--- config.mk ---
export PLATFORM = sky130hd
export DESIGN_NAME = alu_issue_ctrl
export DESIGN_NICKNAME = d
export VERILOG_FILES = /design/src/rtl/alu_issue_ctrl.sv
export SDC_FILE = /design/constraint.sdc
export NUM_CORES = 1
export LEC_CHECK = 0
export CAP_MARGIN = 20
export CORE_MARGIN = 2
export CORE_UTILIZATION = 43
export DETAILED_ROUTE_END_ITERATION = 8
export HOLD_SLACK_MARGIN = 0.03
export PLACE_DENSITY = 0.88
export RECOVER_POWER = 25
export SYNTH_ARGS = -nofsm -noshare
export SYNTH_HDL_FRONTEND = slang
export SYNTH_SLANG_ARGS = --single-unit
--- constraint.sdc ---
create_clock -name clk -period 2.5 [get_ports clk]
set_input_delay 0.5 -clock clk [delete_from_list [all_inputs] [get_ports clk]]
set_output_delay 0.5 -clock clk [all_outputs]
set_load 0.05 [all_outputs]
--- src/rtl/alu_issue_ctrl.sv ---
// Single-issue ALU controller: decodes one RV32IM ALU/branch/store instruction,
// presents registered operands to an external ALU, and holds the result until consumed.
module alu_issue_ctrl #(
  parameter int MD_LAT = 4
) (
  input  logic        clk,
  input  logic        rst,
  input  logic        in_valid,
  output logic        in_ready,
  input  logic [31:0] instr,
  input  logic [31:0] rs1_val,
  input  logic [31:0] rs2_val,
  output logic [3:0]  op_code,
  output logic [1:0]  irmux,
  output logic [31:0] alu_a,
  output logic [31:0] alu_rs2,
  output logic [31:0] imm_s,
  output logic [31:0] imm_i,
  input  logic [31:0] alu_out,
  input  logic        bt,
  output logic        res_valid,
  input  logic        res_ready,
  output logic [31:0] res_data,
  output logic [4:0]  res_rd,
  output logic        res_we,
  output logic        res_branch,
  output logic        illegal
);

  localparam logic [1:0] S_IDLE = 2'd0;
  localparam logic [1:0] S_EXEC = 2'd1;
  localparam logic [1:0] S_DONE = 2'd2;

  localparam logic [6:0] OPC_OP  = 7'b0110011;
  localparam logic [6:0] OPC_IMM = 7'b0010011;
  localparam logic [6:0] OPC_BR  = 7'b1100011;
  localparam logic [6:0] OPC_ST  = 7'b0100011;

  localparam logic [3:0] MD_LOAD = 4'(MD_LAT - 1);

  typedef struct packed {
    logic [3:0] op;
    logic [1:0] mux;
    logic       we;
    logic       br;
    logic       br_inv;
    logic       bad;
  } dec_t;

  localparam dec_t DEC_IDLE = '{op: 4'b0000, mux: 2'b10, we: 1'b0, br: 1'b0, br_inv: 1'b0, bad: 1'b0};
  localparam dec_t DEC_BAD  = '{op: 4'b0000, mux: 2'b10, we: 1'b0, br: 1'b0, br_inv: 1'b0, bad: 1'b1};

  function automatic logic [3:0] base_op(input logic [2:0] f3);
    case (f3)
      3'b000:  base_op = 4'b0000;
      3'b001:  base_op = 4'b1001;
      3'b010:  base_op = 4'b1100;
      3'b011:  base_op = 4'b1101;
      3'b100:  base_op = 4'b1000;
      3'b101:  base_op = 4'b1010;
      3'b110:  base_op = 4'b0111;
      default: base_op = 4'b0110;
    endcase
  endfunction

  function automatic dec_t decode(input logic [31:0] iw);
    dec_t       d;
    logic       ok;
    logic [2:0] f3;
    logic [6:0] f7;
    f3 = iw[14:12];
    f7 = iw[31:25];
    d  = DEC_IDLE;
    ok = 1'b0;
    case (iw[6:0])
      OPC_OP: begin
        d.we = 1'b1;
        case (f7)
          7'b0000000: begin
            ok   = 1'b1;
            d.op = base_op(f3);
          end
          7'b0100000: begin
            ok   = (f3 == 3'b000) || (f3 == 3'b101);
            d.op = (f3 == 3'b000) ? 4'b0001 : 4'b1011;
          end
          7'b0000001: begin
            ok = 1'b1;
            case (f3)
              3'b000:  d.op = 4'b0011;
              3'b001:  d.op = 4'b0010;
              3'b100:  d.op = 4'b0100;
              3'b110:  d.op = 4'b0101;
              default: ok = 1'b0;
            endcase
          end
          default: ok = 1'b0;
        endcase
      end
      OPC_IMM: begin
        d.we  = 1'b1;
        d.mux = 2'b01;
        d.op  = base_op(f3);
        case (f3)
          3'b001: ok = (f7 == 7'b0000000);
          3'b101: begin
            ok = (f7 == 7'b0000000) || (f7 == 7'b0100000);
            if (iw[30]) d.op = 4'b1011;
          end
          default: ok = 1'b1;
        endcase
      end
      OPC_BR: begin
        // funct3[0] selects the inverted sense (BNE/BGE/BGEU)
        d.br     = 1'b1;
        d.br_inv = f3[0];
        ok       = (f3[2:1] != 2'b01);
        d.op     = !f3[2] ? 4'b1110 : (f3[1] ? 4'b1101 : 4'b1100);
      end
      OPC_ST: begin
        d.mux = 2'b00;
        ok    = !f3[2] && (f3[1:0] != 2'b11);
      end
      default: ok = 1'b0;
    endcase
    if (!ok) d = DEC_BAD;
    return d;
  endfunction

  function automatic logic is_md(input logic [3:0] op);
    is_md = (op == 4'b0011) || (op == 4'b0010) || (op == 4'b0100) || (op == 4'b0101);
  endfunction

  logic [1:0]  state_q, state_d;
  logic [3:0]  cnt_q, cnt_d;
  dec_t        dec_q, dec_d, dec_in;
  logic [31:0] rs1_q, rs1_d, rs2_q, rs2_d;
  logic [31:0] imm_i_q, imm_i_d, imm_s_q, imm_s_d;
  logic [4:0]  rd_q, rd_d;
  logic [31:0] res_data_q, res_data_d;
  logic        res_branch_q, res_branch_d;
  logic        shamt_fmt;

  assign dec_in    = decode(instr);
  assign shamt_fmt = (instr[6:0] == OPC_IMM) && (instr[13:12] == 2'b01);
  assign in_ready  = (state_q == S_IDLE) && rst;

  always_comb begin
    state_d      = state_q;
    cnt_d        = cnt_q;
    dec_d        = dec_q;
    rs1_d        = rs1_q;
    rs2_d        = rs2_q;
    imm_i_d      = imm_i_q;
    imm_s_d      = imm_s_q;
    rd_d         = rd_q;
    res_data_d   = res_data_q;
    res_branch_d = res_branch_q;
    case (state_q)
      S_IDLE: begin
        if (in_valid && in_ready) begin
          dec_d        = dec_in;
          rs1_d        = rs1_val;
          rs2_d        = rs2_val;
          imm_i_d      = shamt_fmt ? {27'b0, instr[24:20]} : {{20{instr[31]}}, instr[31:20]};
          imm_s_d      = {{20{instr[31]}}, instr[31:25], instr[11:7]};
          rd_d         = dec_in.we ? instr[11:7] : 5'd0;
          res_data_d   = 32'd0;
          res_branch_d = 1'b0;
          cnt_d        = is_md(dec_in.op) ? MD_LOAD : 4'd0;
          state_d      = dec_in.bad ? S_DONE : S_EXEC;
        end
      end
      S_EXEC: begin
        if (cnt_q == 4'd0) begin
          res_data_d   = alu_out;
          res_branch_d = dec_q.br & (bt ^ dec_q.br_inv);
          state_d      = S_DONE;
        end else begin
          cnt_d = cnt_q - 4'd1;
        end
      end
      S_DONE: begin
        if (res_ready) state_d = S_IDLE;
      end
      default: state_d = S_IDLE;
    endcase
  end

  always_ff @(posedge clk) begin
    if (!rst) begin
      state_q      <= S_IDLE;
      cnt_q        <= 4'd0;
      dec_q        <= DEC_IDLE;
      rs1_q        <= 32'd0;
      rs2_q        <= 32'd0;
      imm_i_q      <= 32'd0;
      imm_s_q      <= 32'd0;
      rd_q         <= 5'd0;
      res_data_q   <= 32'd0;
      res_branch_q <= 1'b0;
    end else begin
      state_q      <= state_d;
      cnt_q        <= cnt_d;
      dec_q        <= dec_d;
      rs1_q        <= rs1_d;
      rs2_q        <= rs2_d;
      imm_i_q      <= imm_i_d;
      imm_s_q      <= imm_s_d;
      rd_q         <= rd_d;
      res_data_q   <= res_data_d;
      res_branch_q <= res_branch_d;
    end
  end

  assign op_code    = dec_q.op;
  assign irmux      = dec_q.mux;
  assign alu_a      = rs1_q;
  assign alu_rs2    = rs2_q;
  assign imm_i      = imm_i_q;
  assign imm_s      = imm_s_q;
  assign res_valid  = (state_q == S_DONE);
  assign res_data   = res_data_q;
  assign res_rd     = rd_q;
  assign res_we     = dec_q.we;
  assign res_branch = res_branch_q;
  assign illegal    = dec_q.bad;

endmodule

# Yosys cells after proc, flatten, opt, wreduce, memory -nomap -nowiden

Index checks and enable logic that the tools add are counted.

Bits of input ports: 133
Flip-flop bits (word level): 162

Equal/unequal tests: 25
Add/sub/neg operators: 1
Reduce and logical (&&, ||, !) cells: 21
Bitwise gates (word level): 2
Multiplexer cells: 34

Operator list:

| kind                                                   | number |
|---|---|
| two-way mux 32 bit                                     | 3 |
| case mux 32 bit (2 select lines)                       | 1 |
| case mux 4 bit (7 select lines)                        | 1 |
| case mux 4 bit (3 select lines)                        | 2 |
| == test 7 x 6 -> 1 bit (second input constant)         | 3 |
| two-way mux 4 bit                                      | 5 |
| two-way mux 2 bit                                      | 7 |
| case mux 3 bit (4 select lines)                        | 1 |
| two-way mux 10 bit                                     | 1 |
| == test 3 bit (second input constant)                  | 3 |
| AND reduction 3 bit                                    | 3 |
| == test 4 x 2 -> 1 bit (second input constant)         | 2 |
| == test 4 x 3 -> 1 bit (second input constant)         | 2 |
| case mux 4 bit (2 select lines)                        | 1 |
| == test 7 x 1 -> 1 bit (second input constant)         | 1 |
| == test 7 x 5 -> 1 bit (second input constant)         | 1 |
| == test 7 bit (second input constant)                  | 1 |
| logical NOT 7 bit                                      | 1 |
| == test 3 x 2 -> 1 bit (second input constant)         | 2 |
| inequality test 2 x 1 -> 1 bit (second input constant) | 3 |
| inequality test 2 bit (second input constant)          | 3 |
| case mux 2 bit (3 select lines)                        | 1 |
| logical OR 1 bit                                       | 5 |
| two-way mux 1 bit                                      | 5 |
| other kinds (20)                                       | 25 |

# Longest topological paths before layout

Gate-level depths: netlist of run 1.

Word-level depth: 13
Mapped depth: 8
Mapped depth without buffers: 8

# Worst setup path after synthesis of run 1

Ideal clock, no wire load.

Path kind: input-to-output
From: in rst
To: out in_ready
Cell stages on the path: 4
Arrival time: 1.722 ns
Slack: 0.278 ns
Path buffers: 2
Cells stage by stage: clkbuf_1 -> clkbuf_1 -> nand2_1 -> nor2_1

Longest elaborated chain between the ends: 1

RTL lines:

| element           | RTL line | source |
|---|---|---|
| start, declared   | 7        | `input logic rst,` |
| logical AND 1 bit | 146      | `assign in_ready = (state_q == S_IDLE) && rst;` |
| end, declared     | 9        | `output logic in_ready,` |

Every way passes these cells.

# Worst setup path after layout of run 1

From: reg state_q[1]
To: out res_valid

Longest elaborated chain between the ends: 1

RTL lines:

| element                | RTL line | source |
|---|---|---|
| start, declared        | 134      | `logic [1:0] state_q, state_d;` |
| start signal, assigned | 203      | `state_q <= state_d;` |
| == test 2 bit          | 222      | `assign res_valid = (state_q == S_DONE);` |
| end, declared          | 21       | `output logic res_valid,` |

Every way passes these cells.

==> flow_summary.ini, run 1 <==
[detailed_routing]
drc = 0
antenna_left = 0
routed-via-count = 5700
wl_per_cell_um = 15.4
routed_wl_mm = 17.7
routed_via_density = 4.95
drt_first_pass_iters = 5
drt_iter0_markers = 246

[grt]
grt_overflow_total = 0
first_global_vias = 5463
antenna_found_initial = 0
grt_max_degree = 80
track_usage_pct = 22.9
grt_pass1_wl_mm = 27.4

[floorplanning]
rows = 43
ios = 309
dieWidth_um = 123
start_util_pct = 44.1
fp.dieH_um = 123
die_area_sq_um = 15200
core-area_sq_um = 13900

[clock_tree]
postCtsHoldBufs = 0
root_buffer = clkbuf_16
cts_inserted_buffers = 17
clk_latency_ps = 420
clockBufferDepth = 2
clk_pin_slew_worst_paths_ps = 60
cts_tree = built
cts_htree_levels = 4
cts.sinks = 142

[synth]
yosysWarningCount = 0
synth_top_area_share_pct = 46.4
syn_inst = 711
synth.avg_cell_area_sq_um = 8.62
syn_area_sq_um = 6130
ys_seq_elements = 142
ys.flop_type = dfxtp_1
yosysSeqAreaShare_pct = 46.4
synth_edf_count = 0
synth_top_area_cell = dfxtp_1
synth.area.top_cells = dfxtp_1 (46%), nand2_1 (12%), a21boi_0 (10%), buf_4 (5.8%), a22oi_1 (4.2%)
synth_cell_types = 57
synth-async-reset-ratio_pct = 0
syn_nets = 846

[timing]
grt_setup_unrepaired = no
final.period_utilization_pct = 95.1
slew_headroom_pct = 35.4
fin_hold_ws_ps = 440
max_freq_mhz = 421
skew_ps = 8.98
post-route-min-period_ps = 2380
drv_slew = 0
report.final.hold_viol_count = 0
tightestPinTransition_ps = 969
setup_viol = 0
tns_ps = 0

[status]
status = finished clean

[final_layout]
final_util_pct = 69.0
mostFrequentLayoutCells = clkdlybuf4s50_1 (258), nand2_1 (191), dfxtp_1 (142)
layout.cells.most_common = clkdlybuf4s50_1
layout-drive-gt1-share_pct = 6.90
area_delta_synth_final_pct = 56.2
fill_cells = 1102
fin_nets = 1093
n_antenna_cell = 0

[power]
p_per_area_nw_per_um2 = 660
comb_power_share_pct = 19.9
ir_worst_vdd_uv = 544
p_sw_share_pct = 29.4
power_switching_mw = 1.86
internal-power_mw = 4.46
power.leakage_nw = 3.71
power_frac_clock_pct = 41.9
p_seq_share_pct = 38.2

[worst_setup_path]
required_ps = 2000
cp-start-kind = flip-flop
critPathCaptureType = primary output
arrival_ps = 1880
crit_fanout = 7
critical_path_class = flip-flop to primary output

[placement]
hpwl_mm = 12.5
globalplace.congestion = 0.872
io_buffers = 303

[job]
drv_cap = 0

[worst_hold_path]
hold_class = input port to flip-flop
-- cell usage after synthesis, drive strengths merged (2+ instances only) --
cell	count
nand2	193
dfxtp	142
a21boi	96
buf	72
nor2b	40
a22oi	34
clkbuf	24
nor2	15
nand3	13
a21oi	10
inv	8
o21ai	7
a22o	6
o211ai	6
nor3	4
and2	3
nand4	3
and2b	2
and3	2
ha	2
nor3b	2
o21a	2
o22ai	2
xor2	2
-- layout make-up --
type	instances	area (sq um)	area share, %
clock buffer	18	439	4.59
clock inverter	14	183	1.91
inverter	8	30.0	0.314
multi-input combinational	465	2680	28.0
sequential	142	2840	29.7
tap	180	225	2.35
timing repair buffer	324	3170	33.1
-- state kept, by name (all words and copies together), names as in the netlist, 2 cells and up --
signal,count
op_code,4
res_data,32
imm_i,12
res_rd,5
alu_a,32
dec_q,2
alu_rs2,32
cnt_q,4
state_q,2
imm_s,12
irmux,2
-- layer usage --
| metal | global-route usage [%] | vias to the layer above | part of all wire (%) |
|---|---|---|---|
| met1 | 26.3 | 2648 | 40 |
| met3 | 9.13 | 22 | 9.3 |
| li1 | - | 2831 | - |
| met2 | 38.7 | 199 | 49 |
| met5 | 0 | - | 0 |
| met4 | 7.46 | 0 | 1.9 |
-- through the flow --
step / worst slack (ps) / power [mW] / cells / cell area, sq um
2_1_floorplan: 278 / 3.25 / 711 / 6130
3_3_place_gp: 51.9 / 3.73 / 1119 / 9000
3_5_place_dp: 4.97 / 3.75 / 1119 / 9000
4_1_cts: 1.65 / 6.37 / 1151 / 9580
5_1_grt: 40.7 / 6.54 / 1151 / 9570
6_report: 123 / 6.31 / 1151 / 9570
-- cell families after synthesis --
logic type	count (synthesis)	synth area share, %
AO/OA/AOI/OAI	175	21.4
XOR/XNOR	3	0.429
adder cells (fa/ha/maj)	2	0.408
buffers and inverters	104	10.0
flip-flops	142	46.4
AND/OR/NAND/NOR	285	21.4
-- critical path: stages (launching register included) --
cell and delay, ps:
dfxtp_1 340, inv_1 120, nor2_1 140, clkdlybuf4s50_1 860
-- final timing paths --
path | start | endpoint | slack [ps] | depth (start not counted)
worst max-delay path | state_q[1]$_SDFFE_PN0P_ | res_valid | 120 | 3
worst min-delay path | rst | dec_q[1]$_SDFFE_PN0P_ | 440 | 2
worst min register to register | res_we$_SDFFE_PN0P_ | res_we$_SDFFE_PN0P_ | 450 | 2
worst max register to register | state_q[0]$_SDFFE_PN0P_ | alu_a[11]$_SDFFE_PN0P_ | 360 | 5
-- power by group through the flow --
stage,Combinational [mW],Clock [mW],Sequential [mW]
global route,1.33,2.79,2.42
CTS,1.27,2.69,2.41
global placement,1.28,0,2.45
detailed placement,1.29,0,2.46
floorplan,0.491,0,2.76
finish,1.26,2.65,2.41
-- timing repair --
action	CTS	global route
resized for setup	37	5
setup endpoints to repair	42	5
buffers inserted	0	0
(Power assumes the default switching activity.)
==> inputs of run 2 (changes only) <==
--- a/config.mk
+++ b/config.mk
@@ -7,11 +7,13 @@
 export LEC_CHECK = 0
 export CAP_MARGIN = 20
 export CORE_MARGIN = 2
-export CORE_UTILIZATION = 43
+export CORE_UTILIZATION = 45
+export CTS_BUF_LIST = sky130_fd_sc_hd__clkbuf_2
 export DETAILED_ROUTE_END_ITERATION = 8
 export HOLD_SLACK_MARGIN = 0.03
-export PLACE_DENSITY = 0.88
+export PLACE_DENSITY = 0.95
 export RECOVER_POWER = 25
+export SKIP_CTS_REPAIR_TIMING = 1
 export SYNTH_ARGS = -nofsm -noshare
 export SYNTH_HDL_FRONTEND = slang
 export SYNTH_SLANG_ARGS = --single-unit
==> run 2 against run 1 <==
Effect of this change: wire length increased by 4.9%; combinational power about the same; flip-flop and latch count unchanged; critical path type unchanged; largest cell class unchanged; largest power group is now registers.
==> flow_summary.ini, run 2 (synthesis results as in run 1) <==
[final_layout]
layout-drive-gt1-share_pct = 7.00
layout.cells.most_common = nand2_1
n_antenna_cell = 0
area_delta_synth_final_pct = 57.0
fill_cells = 981
mostFrequentLayoutCells = nand2_1 (191), dlymetal6s2s_1 (159), clkdlybuf4s50_1 (141)
fin_nets = 1093
final_util_pct = 72.4

[timing]
tns_ps = 0
tightestPinTransition_ps = 1060
post-route-min-period_ps = 2390
fin_hold_ws_ps = 127
drv_slew = 0
skew_ps = 35.2
final.period_utilization_pct = 95.6
slew_headroom_pct = 28.8
setup_viol = 0
report.final.hold_viol_count = 0
max_freq_mhz = 418
grt_setup_unrepaired = no

[grt]
first_global_vias = 5718
grt_max_degree = 63
track_usage_pct = 24.3
grt_pass1_wl_mm = 28.3
grt_overflow_total = 0
antenna_found_initial = 0

[floorplanning]
ios = 309
dieWidth_um = 121
fp.dieH_um = 121
rows = 42
core-area_sq_um = 13300
die_area_sq_um = 14600
start_util_pct = 46.1

[worst_setup_path]
critPathCaptureType = primary output
crit_fanout = 2
crit_path_cell_trace = clkdlybuf4s50_1
required_ps = 2000
reg2reg_from = state_q[0]$_SDFFE_PN0P_
critical_path_class = flip-flop to primary output
arrival_ps = 1890
cpMaxStageDelayCell = clkdlybuf4s50_1
cpLargestDelayFamily = buffers and inverters
crit_start = alu_rs2[31]$_SDFFE_PN0P_
path_buf_inv = 1
max_stage_delay_ps = 810
cp-start-kind = flip-flop

[detailed_routing]
routed_wl_mm = 18.5
wl_per_cell_um = 16.2
routed-via-count = 5861
drc = 0
drt_first_pass_iters = 5
drt_iter0_markers = 329
routed_via_density = 5.11
antenna_left = 0

[clock_tree]
cts_tree = built
cts_inserted_buffers = 17
cts_htree_levels = 4
clk_pin_slew_worst_paths_ps = 230
clk_latency_ps = 720
clockBufferDepth = 2
root_buffer = clkbuf_2
cts.sinks = 142

[worst_hold_path]
hold_class = input port to flip-flop
hp-start = rst

[power]
ir_worst_vdd_uv = 351
p_per_area_nw_per_um2 = 516
power.leakage_nw = 5.99
fin_total_pwr_mw = 4.96

[job]
drv_cap = 0

[placement]
io_buffers = 303
globalplace.congestion = 0.900
hpwl_mm = 13.0

[status]
status = finished clean
## run 2: final cells by class
type                            instances  area, sq um  share of cell area, %
Timing Repair Buffer                  324         3630                   37.8
Inverter                                8         30.0                  0.312
Clock inverter                         15          136                   1.42
Clock buffer                           17         85.1                  0.884
Sequential cell                       142         2850                   29.6
Multi-Input combinational cell        465         2670                   27.8
Tap cell                              176          220                   2.29
## run 2: report_power, final
group,switching [mW],internal (mW),leakage (nW),total [mW]
Sequential,0.0507,2.36,1.16,2.41
Combinational,0.778,0.506,4.70,1.28
Clock,0.896,0.370,0.128,1.27
Total,1.73,3.24,5.99,4.96
## run 2: routing by layer
layer	track usage (%)	up-vias	part of all wire (%)
li1	-	2841	-
met1	26.7	2719	38
met2	43.2	260	51
met3	8.73	41	7.7
met4	8.50	0	2.9
met5	0	-	0
## run 2: metrics by stage
step,instances,worst slack (ps),area (sq um)
after floorplan,711,278,6130
after global placement,1115,29.3,9020
after detailed placement,1115,3.50,9020
after CTS,1147,-500,9240
after global routing,1147,17.5,9620
final,1147,109,9620
## run 2: worst paths after layout
check / endpoint / slack [ps] / cells after the start
worst max-delay path: alu_rs2[31] / 110 / 1
worst min register to register: imm_s[4]$_SDFFE_PN0P_ / 470 / 2
worst min-delay path: imm_s[11]$_SDFFE_PN0P_ / 130 / 2
worst max register to register: alu_a[21]$_SDFFE_PN0P_ / 270 / 5
==> RTL edit (flow settings as in run 1) <==
`imm_s_q` no longer has a reset.
--- a/src/rtl/alu_issue_ctrl.sv
+++ b/src/rtl/alu_issue_ctrl.sv
@@ -195,7 +195,6 @@
       rs1_q        <= 32'd0;
       rs2_q        <= 32'd0;
       imm_i_q      <= 32'd0;
-      imm_s_q      <= 32'd0;
       rd_q         <= 5'd0;
       res_data_q   <= 32'd0;
       res_branch_q <= 1'b0;
@@ -206,11 +205,14 @@
       rs1_q        <= rs1_d;
       rs2_q        <= rs2_d;
       imm_i_q      <= imm_i_d;
-      imm_s_q      <= imm_s_d;
       rd_q         <= rd_d;
       res_data_q   <= res_data_d;
       res_branch_q <= res_branch_d;
     end
+  end
+
+  always_ff @(posedge clk) begin
+    imm_s_q <= imm_s_d;
   end
 
   assign op_code    = dec_q.op;
Behaviour: differs if rst is asserted again (counterexample within 4 cycles, from zero or initial values and one cycle with rst low); with rst held inactive, the same outputs for 4 cycles.
==> RTL edit against run 1 <==
  * Sequential power increased by 2%
  * First-iteration DRC count increased by 17%
  * Cell area decreased by 5.6%
  * Area after synthesis decreased by 12%
  * Global-route usage increased by 1.5 points
  * Power decreased by 0.67%
  * Register-to-register slack got worse by 0.10 ns
  * Critical endpoint unchanged
  * Worst setup slack got worse by 0.0039 ns
  * Sequential share of layout area increased by 3.1 points
  * Routed wire length decreased by 5.4%
  * Die area decreased by 12%
  * Sequential cell count unchanged
==> RTL edit: results (changes against run 1) <==
Placed design
  • Placed insts: 899 (-20%)
  • GPL Wtd Cong: 1.01 (+16%)
  • Detail Placement HPWL: 11.7 mm (-6.8%)
  • IO buf count: 303 (unchanged)

Critical path
  • Worst-path maximum fanout: 5 (-2)
  • FF-to-FF End: res_rd[3]
  • Reg-to-reg slack, setup: 0.26 ns (-0.10 ns)
  • R2R depth: 7 (+2)
  • WP data arrival: 1.88 ns (about the same)
  • R2r startpoint: state_q[0]

Outcome
  • Status: completed

Yosys
  • FFs w/ async S/R, synth: 0% (unchanged)
  • Syn_nets: 620 (-27%)
  • Syn avg cell area: 11.1 sq um (+29%)
  • Cell variety after synth: 56 (-1.8%)
  • Sequential fraction of the synthesis area: 55.1% (+8.7 points)
  • Number of synthesized flops with an enable pin: 12 (+12)
  • Top cells by count, synth: 130 x dfxtp_1, 82 x a22o_1, 47 x buf_4
  • Area contributors post-synth: dfxtp_1 48%, a22o_1 13%, edfxtp_1 6.7%, buf_4 6.6%, a22oi_1 4.5%
  • Yosys warning total: 0 (unchanged)

Power
  • VDD IR max: 0.546 mV (+0.42%)
  • Pleak: 3.66 nW (-1.2%)

Min path
  • WHS Path Cells: 2 (unchanged)
  • Min-delay src: op_code[3]
  • Worst Hold Class: reg2reg
  • Worst Hold Endpoint: op_code[3]

Drt
  • Via count: 4885 (-14%)
  • Pre-Repair DR Iteration Count: 4 (-1)
  • Wirelength, routed: 16.7 mm (-5.4%)
  • Vias per cell: 5.25 (+6.1%)
  • Initial drt markers: 287 (+17%)

Global routing
  • Largest net degree at the start of global routing: 83 (+3.8%)
  • Initial antenna violation count: 0 (unchanged)
  • Vias in the first global route: 5019 (-8.1%)
  • GR Util All Layers: 24.4% (+1.5 points)
  • First-pass GRT wire length: 25.4 mm (-7.2%)

Clock tree
  • CTS clock-pin slew for the worst setup and hold paths: 0.06 ns (about the same)
  • Root buffer cell: clkbuf_16
  • CTS Buf Count: 17 (unchanged)
  • Htree depth: 4 (unchanged)
  • Clock latency on the worst-skew pair: 0.42 ns (about the same)
  • CTS max path bufs: 2 (unchanged)

Timing
  • Max-slew headroom: 33.1% (-2.3 points)
  • Min Hold Slack: 0.443 ns (+0.00261 ns)
  • Worst-case clock skew: 0.00567 ns (-0.00331 ns)

Finish
  • Layout Nets: 885 (-19%)
  • Ratio of cells with drive above 1 in the final layout: 8.53% (+1.6 points)
  • Ant. Diodes: 0 (unchanged)
## RTL edit: cell types whose count changed after synthesis, moves of 4 or more
cell	before	now
a21boi_0	83	0
buf_6	4	0
nand2_1	191	14
a21boi_1	13	1
o211ai_1	6	0
a32o_1	0	7
a22o_1	6	82
a21oi_1	9	5
clkbuf_1	24	28
dfxtp_1	142	130
nand3_1	13	1
edfxtp_1	0	12
buf_2	14	0
## RTL edit: worst max-delay path: stages, from the launching register on
cell and delay [ns]:
dfxtp_1 0.40, nor2b_1 0.21, clkdlybuf4s50_1 0.85
## RTL edit: how the worst max path moves through the flow
stage          startpoint   endpoint  slack [ns]  cells after the start
4_1_cts         imm_i[30]  imm_i[25]      0.0002                      1
3_5_place_dp    instr[26]  res_rd[3]       -0.27                      7
6_report       state_q[1]  res_valid        0.12                      2
2_1_floorplan   instr[26]   dec_q[1]        0.30                      6
5_1_grt         instr[31]   cnt_q[0]        0.04                      7
3_3_place_gp    instr[26]   cnt_q[1]       -0.24                      7
## RTL edit: kinds of logic after synthesis
| group | synth area share [%] |
|---|---|
| simple gates | 10.3 |
| flops | 55.1 |
| compound gates | 23.8 |
| buf+inv | 9.70 |
| xor+xnor | 0.652 |
| fa+ha+maj | 0.465 |
## RTL edit: repair_timing
item                                   in CTS  in global routing
resized for setup                          21                 22
setup endpoints to repair                  42                 23
endpoints found under the hold margin       0                  0
buffers inserted                            0                  0
## RTL edit: through the flow
stage,setup WS [ns],instance area [sq um]
floorplan,0.303,5380
global placement,-0.240,8400
CTS,0.000217,9000
finish,0.119,9040
detailed placement,-0.272,8400
global route,0.0396,9040
## RTL edit: per-layer routing
layer  vias to the layer above  track usage (%)  wire, um
met2                       271             41.9      8440
met3                        50             7.48      1350
met1                      2297             27.2      6320
li1                       2267                -         -
met4                         0             12.5       612
met5                         -                0         0
## RTL edit: final cells by class
cell class              count  area (sq um)
multi-input cells         254          1900
clock buffers              22           495
well taps                 168           210
clock inverters             9           131
inverters                   8          30.0
flip-flops and latches    142          2960
fillers                   813          3070
repair buffers            327          3310
## RTL edit: power by group
part | switching, mW | total [mW] | internal [mW]
Combinational | 0.688 | 1.16 | 0.475
Sequential | 0.0619 | 2.45 | 2.39
Clock | 0.952 | 2.65 | 1.70
Total | 1.70 | 6.27 | 4.57
